## config.mk

```make
export PLATFORM = sky130hd
export DESIGN_NAME = alu181_serial
export DESIGN_NICKNAME = d
export VERILOG_FILES = /design/src/rtl/alu181_serial.sv
export SDC_FILE = /design/constraint.sdc
export NUM_CORES = 1
export LEC_CHECK = 0
export BUFFER_PORTS_ARGS = -buffer_cell sky130_fd_sc_hd__buf_2
export CAP_MARGIN = 20
export CORE_MARGIN = 3
export CORE_UTILIZATION = 50
export DETAILED_ROUTE_END_ITERATION = 8
export PLACE_DENSITY = 0.73
export SETUP_SLACK_MARGIN = 0.5
export SLEW_MARGIN = 20
export SYNTH_ARGS = -nofsm -noshare
export SYNTH_HDL_FRONTEND = slang
export SYNTH_SLANG_ARGS = --single-unit
```

## constraint.sdc

```tcl
create_clock -name clk -period 11.45 [get_ports clk]
set_clock_uncertainty 0.2 [all_clocks]
set_input_delay 1.145 -clock clk [delete_from_list [all_inputs] [get_ports clk]]
set_output_delay 1.145 -clock clk [all_outputs]
set_load 0.03 [all_outputs]
```

## src/rtl/alu181_serial.sv

```systemverilog
// Nibble-serial 74181-style ALU: one 4-bit slice per clock, LSB first, registered ripple carry.
// Optional overflow output enabled by defining ALU181_OVF_EN.
module alu181_serial #(
   parameter int unsigned WIDTH = 16
) (
   input  logic             clk,
   input  logic             rst,
   input  logic             in_valid,
   output logic             in_ready,
   input  logic [WIDTH-1:0] a,
   input  logic [WIDTH-1:0] b,
   input  logic [3:0]       s,
   input  logic             m,
   input  logic             cin,
   output logic             out_valid,
   input  logic             out_ready,
   output logic [WIDTH-1:0] f,
   output logic             cout,
   output logic             zero,
`ifdef ALU181_OVF_EN
   output logic             ovf,
`endif
   output logic             aeqb
);

   localparam int unsigned NIB  = WIDTH / 4;
   localparam int unsigned IDXW = (NIB > 1) ? $clog2(NIB) : 1;

   typedef enum logic [1:0] {
      IDLE,
      RUN,
      DONE
   } state_t;

   state_t r_state;
   state_t w_state_next;

   logic [WIDTH-1:0] r_a;
   logic [WIDTH-1:0] r_b;
   logic [3:0]       r_s;
   logic             r_m;
   logic [IDXW-1:0]  r_idx;
   logic             r_carry;
   logic [WIDTH-1:0] r_f;
   logic             r_cout;
   logic             r_zero;
   logic             r_aeqb;
`ifdef ALU181_OVF_EN
   logic             r_ovf;
   logic [3:0]       w_low;
`endif

   logic [3:0]       w_na;
   logic [3:0]       w_nb;
   logic [3:0]       w_x;
   logic [3:0]       w_y;
   logic [3:0]       w_lf;
   logic [4:0]       w_sum;
   logic [3:0]       w_nib;
   logic [WIDTH-1:0] w_f_next;
   logic             w_last;

   assign w_na   = r_a[{r_idx, 2'b00} +: 4];
   assign w_nb   = r_b[{r_idx, 2'b00} +: 4];
   assign w_last = (r_idx == IDXW'(NIB - 1));

   // Arithmetic operands are built per nibble from the captured words, so the
   // registered carry makes the multi-cycle sum identical to a full-width add.
   always_comb begin
      w_x = '0;
      w_y = '0;
      case (r_s)
         4'b0000: begin w_x = w_na;          w_y = '0;            end
         4'b0001: begin w_x = w_na | w_nb;   w_y = '0;            end
         4'b0010: begin w_x = w_na | ~w_nb;  w_y = '0;            end
         4'b0011: begin w_x = '0;            w_y = '1;            end
         4'b0100: begin w_x = w_na;          w_y = w_na & ~w_nb;  end
         4'b0101: begin w_x = w_na | w_nb;   w_y = w_na & ~w_nb;  end
         4'b0110: begin w_x = w_na;          w_y = ~w_nb;         end
         4'b0111: begin w_x = w_na & ~w_nb;  w_y = '1;            end
         4'b1000: begin w_x = w_na;          w_y = w_na & w_nb;   end
         4'b1001: begin w_x = w_na;          w_y = w_nb;          end
         4'b1010: begin w_x = w_na | ~w_nb;  w_y = w_na & w_nb;   end
         4'b1011: begin w_x = w_na & w_nb;   w_y = '1;            end
         4'b1100: begin w_x = w_na;          w_y = w_na;          end
         4'b1101: begin w_x = w_na | w_nb;   w_y = w_na;          end
         4'b1110: begin w_x = w_na | ~w_nb;  w_y = w_na;          end
         default: begin w_x = w_na;          w_y = '1;            end
      endcase
   end

   always_comb begin
      w_lf = '0;
      case (r_s)
         4'b0000: w_lf = ~w_na;
         4'b0001: w_lf = ~(w_na | w_nb);
         4'b0010: w_lf = ~w_na & w_nb;
         4'b0011: w_lf = '0;
         4'b0100: w_lf = ~(w_na & w_nb);
         4'b0101: w_lf = ~w_nb;
         4'b0110: w_lf = w_na ^ w_nb;
         4'b0111: w_lf = w_na & ~w_nb;
         4'b1000: w_lf = ~w_na | w_nb;
         4'b1001: w_lf = ~(w_na ^ w_nb);
         4'b1010: w_lf = w_nb;
         4'b1011: w_lf = w_na & w_nb;
         4'b1100: w_lf = '1;
         4'b1101: w_lf = w_na | ~w_nb;
         4'b1110: w_lf = w_na | w_nb;
         default: w_lf = w_na;
      endcase
   end

   assign w_sum = {1'b0, w_x} + {1'b0, w_y} + {4'b0000, r_carry};
   assign w_nib = r_m ? w_lf : w_sum[3:0];

`ifdef ALU181_OVF_EN
   // Carry into the top bit of the slice; only meaningful on the last nibble.
   assign w_low = {1'b0, w_x[2:0]} + {1'b0, w_y[2:0]} + {3'b000, r_carry};
`endif

   always_comb begin
      w_f_next = r_f;
      w_f_next[{r_idx, 2'b00} +: 4] = w_nib;
   end

   always_ff @(posedge clk) begin
      if (rst) begin
         r_state <= IDLE;
      end else begin
         r_state <= w_state_next;
      end
   end

   always_comb begin
      w_state_next = r_state;
      in_ready     = 1'b0;
      out_valid    = 1'b0;
      case (r_state)
         IDLE: begin
            in_ready = 1'b1;
            if (in_valid) w_state_next = RUN;
         end
         RUN: begin
            if (w_last) w_state_next = DONE;
         end
         DONE: begin
            out_valid = 1'b1;
            if (out_ready) w_state_next = IDLE;
         end
         default: w_state_next = IDLE;
      endcase
   end

   always_ff @(posedge clk) begin
      if (rst) begin
         r_a     <= '0;
         r_b     <= '0;
         r_s     <= '0;
         r_m     <= 1'b0;
         r_idx   <= '0;
         r_carry <= 1'b0;
         r_f     <= '0;
         r_cout  <= 1'b0;
         r_zero  <= 1'b0;
         r_aeqb  <= 1'b0;
`ifdef ALU181_OVF_EN
         r_ovf   <= 1'b0;
`endif
      end else begin
         case (r_state)
            IDLE: begin
               if (in_valid) begin
                  r_a     <= a;
                  r_b     <= b;
                  r_s     <= s;
                  r_m     <= m;
                  r_idx   <= '0;
                  r_carry <= cin & ~m;
               end
            end
            RUN: begin
               r_f     <= w_f_next;
               r_carry <= r_m ? 1'b0 : w_sum[4];
               r_idx   <= r_idx + IDXW'(1);
               if (w_last) begin
                  r_cout <= r_m ? 1'b0 : w_sum[4];
                  r_zero <= (w_f_next == '0);
                  r_aeqb <= &w_f_next;
`ifdef ALU181_OVF_EN
                  r_ovf  <= r_m ? 1'b0 : (w_low[3] ^ w_sum[4]);
`endif
               end
            end
            default: ;
         endcase
      end
   end

   assign f    = r_f;
   assign cout = r_cout;
   assign zero = r_zero;
   assign aeqb = r_aeqb;
`ifdef ALU181_OVF_EN
   assign ovf  = r_ovf;
`endif

endmodule

```

==> impl_results.md <==
* Die ar. at 9450 sq um
* Port buffer count at 62
* YS warnings at 0
* Worst Setup SP: r_idx[0]$_SDFFE_PP0P_
* Worst skew pair latency at 0.35 ns
* Setup Buffers After CTS at 0
* Setup crit start kind: flip-flop
* Max cap viols at 0
* Max IR drop VDD at 0.101 mV
* Number of diodes at 0
* Die height at 97.2 microns
* Worst slew pin tran at 1.00 ns
* Rows at 32
* Setup TNS at 0 ns
* CTS clock-pin slew for the worst setup and hold paths at 0.08 ns
* Worst slack, placed at 6.27 ns
* Yosys cell types at 69
* Number of global-route vias before repair at 3783
* XOR/XNOR share of the synthesized area at 0.211%
* Min-delay src: zero$_SDFFE_PP0P_
* Setup ws final at 6.26 ns
* Status: finished clean
* Gr usage total at 23.7%
* CTS tree: built
* Setup CP Type: flip-flop to flip-flop
* H-tree Lvls at 3
* DRT antenna net count at 0
* CTS resizes at 0
* Required time of the worst setup path at 11.54 ns
* First-pass GRT wire length at 18700 microns
* Hold buffers post-CTS at 0
* Final setup fails at 0
* Via density at 6.04
* RSZ-0062 raised after global routing: false
* Commonest non-fill, non-tap cell in the layout: nand2_1
* EDFF count, synth at 0
* Worst Hold Class: flip-flop to flip-flop
* Ranking of synthesized cells by area: dfxtp_1 29%, nand2_1 10%, ha_1 7.5%, a21oi_1 6.5%, mux4_2 4.3%
* FFs w/ async S/R, synth at 0%
* CTS Buffer Depth at 2
* Synth Area in Compound Gates at 25.7%
* FF-to-FF End: zero$_SDFFE_PP0P_
* Routed wire length at 11500 microns
* Clk sinks at 61
* Detail Placement HPWL at 8190 microns
* Largest family of logic cells by synthesized area: compound AO/OA/AOI/OAI gates
* Max Slew Vio Count at 0
* Starting DRC count in detailed routing at 454
* Core Util, Final at 59.6%
* Initial antenna violation count at 0
* Routability cong. at 0.979
* CP Capture Type: flip-flop
* Min-Delay Path Depth at 2
* Root Driver: clkbuf_8
* Yosys reg bits at 61
* R2R setup slack at 6.26 ns
* Overflow after GRT at 0
* Pwr Density at 135 nW/um^2
* CP Data Arrival Time at 5.28 ns
* Core area at 7890 sq um
* Mean Syn Cell Area at 7.67 sq um
* Largest net degree at the start of global routing at 62
* Synth Area in Simple Gates at 25.7%
* Fmax at 0.193 GHz
* Reg2reg start: r_idx[0]$_SDFFE_PP0P_
* Synth Area in Adders at 8.49%
* Leading area contributor after synthesis: dfxtp_1
* Number of top-level pins at 63
* Dpl cells at 675
* Hold EP: zero$_SDFFE_PP0P_
* Most frequent cells in the layout: 114 x nand2_1, 62 x buf_2, 61 x dfxtp_1, 54 x a21oi_1, 41 x nor2_1
* Period utilization at 45.3%
* Ratio of cells with drive above 1 in the final layout at 17.7%
* Initial Utilization at 52.7%
* Final hold slack at 0.247 ns
* Lkg Pwr at 1.86 nW
* Minimum clock period after layout at 5.19 ns
* Seq/Total Area, Yosys at 29.4%
* Syn Nets at 611
* DR DRC count at 0
* Max-slew headroom at 33.0%
* Synthesized area at 4160 sq um
* Ys flop type: dfxtp_1
* Finished Layout Cells at 691
* Die width at 97.2 microns
* Area growth syn-to-layout at 13.1%
* Inserted Clock Buffers at 9
* Share of the synthesized area in the top cell type at 29.4%
* Crit-path max FO at 15
* DR vias at 4177
* Post-DR wirelength/cell at 16.7 microns
* Pre-Repair DR Iteration Count at 6
* Final Hold Fails at 0
* Filler cells at 743
* Mux cell area share after synthesis at 4.60%
* Syn Inst Count at 542
* Final nets at 653
* Worst reg2reg path depth at 17
[synth_stat cells (10+ instances only)]
cell        n
a21oi_1    54
a22oi_1    14
clkbuf_1   20
dfxtp_1    61
ha_1       25
inv_1      17
nand2_1   114
nand2b_1   10
nor2_1     41
nor3_1     14
o21ai_0    19
[registers in the layout, summed over array words and instances, names as in the netlist, 2 cells and up]
register / cells
r_b: 16
f: 16
r_state: 2
r_s: 4
r_a: 16
r_idx: 2
[critical path, stage by stage (launching register included)]
cell and delay (ns):
dfxtp_1 0.83, mux4_2 0.67, inv_2 0.10, ha_1 0.20, nand3b_1 0.09, a21oi_1 0.22
a21oi_1 0.06, o311a_1 0.17, fa_1 0.44, inv_1 0.09, fa_1 0.39, and2b_1 0.19
a311o_1 0.30, o32a_4 0.36, inv_2 0.08, a2bb2o_4 0.20, or4_1 0.39, o21ai_1 0.13
[final cells by class]
class                           count  area [sq um]  share of cell area [%]
Multi-Input combinational cell    426          2690                    57.3
Sequential cell                    61          1220                    26.0
Timing Repair Buffer               66           340                    7.24
Tap cell                          102           128                    2.71
Clock buffer                        9           124                    2.63
Clock inverter                      7           121                    2.58
Inverter                           20          75.1                    1.60
[how the worst max path moves through the flow]
stage                         to  slack [ns]  depth (start not counted)
2_1_floorplan  zero$_SDFFE_PP0P_        6.88                         18
3_3_place_gp   zero$_SDFFE_PP0P_        6.43                         17
3_5_place_dp   zero$_SDFFE_PP0P_        6.27                         17
4_1_cts        zero$_SDFFE_PP0P_        6.24                         17
5_1_grt        zero$_SDFFE_PP0P_        5.95                         17
6_report       zero$_SDFFE_PP0P_        6.26                         17
[where the power goes]
part / total, mW / internal [mW] / switching, mW
clock network: 0.241 / 0.146 / 0.0952
registers: 0.239 / 0.223 / 0.0154
logic: 0.156 / 0.0615 / 0.0948
[metal layers]
metal,global-route usage (%),share of wire [%]
met5,0,0
met4,7.67,2.0
met3,4.24,7.6
met2,35.7,45
met1,34.3,46
[logic make-up (layout without fill, tap and decap cells)]
| kind of cell | Yosys count | in the layout |
|---|---|---|
| AND/OR/NAND/NOR | 231 | 231 |
| AO/OA/AOI/OAI | 158 | 158 |
| multiplexers | 9 | 9 |
| flip-flops | 61 | 61 |
| buffers and inverters | 55 | 102 |
| XOR/XNOR | 1 | 1 |
| adder cells (fa/ha/maj) | 27 | 27 |
[through the flow]
step / power [mW] / cell area, sq um
2_1_floorplan: 0.357 / 4160
6_report: 0.636 / 4700
3_5_place_dp: 0.396 / 4460
5_1_grt: 0.664 / 4700
3_3_place_gp: 0.392 / 4460
4_1_cts: 0.635 / 4700
Note: power is estimated with default switching activity, not from simulation.
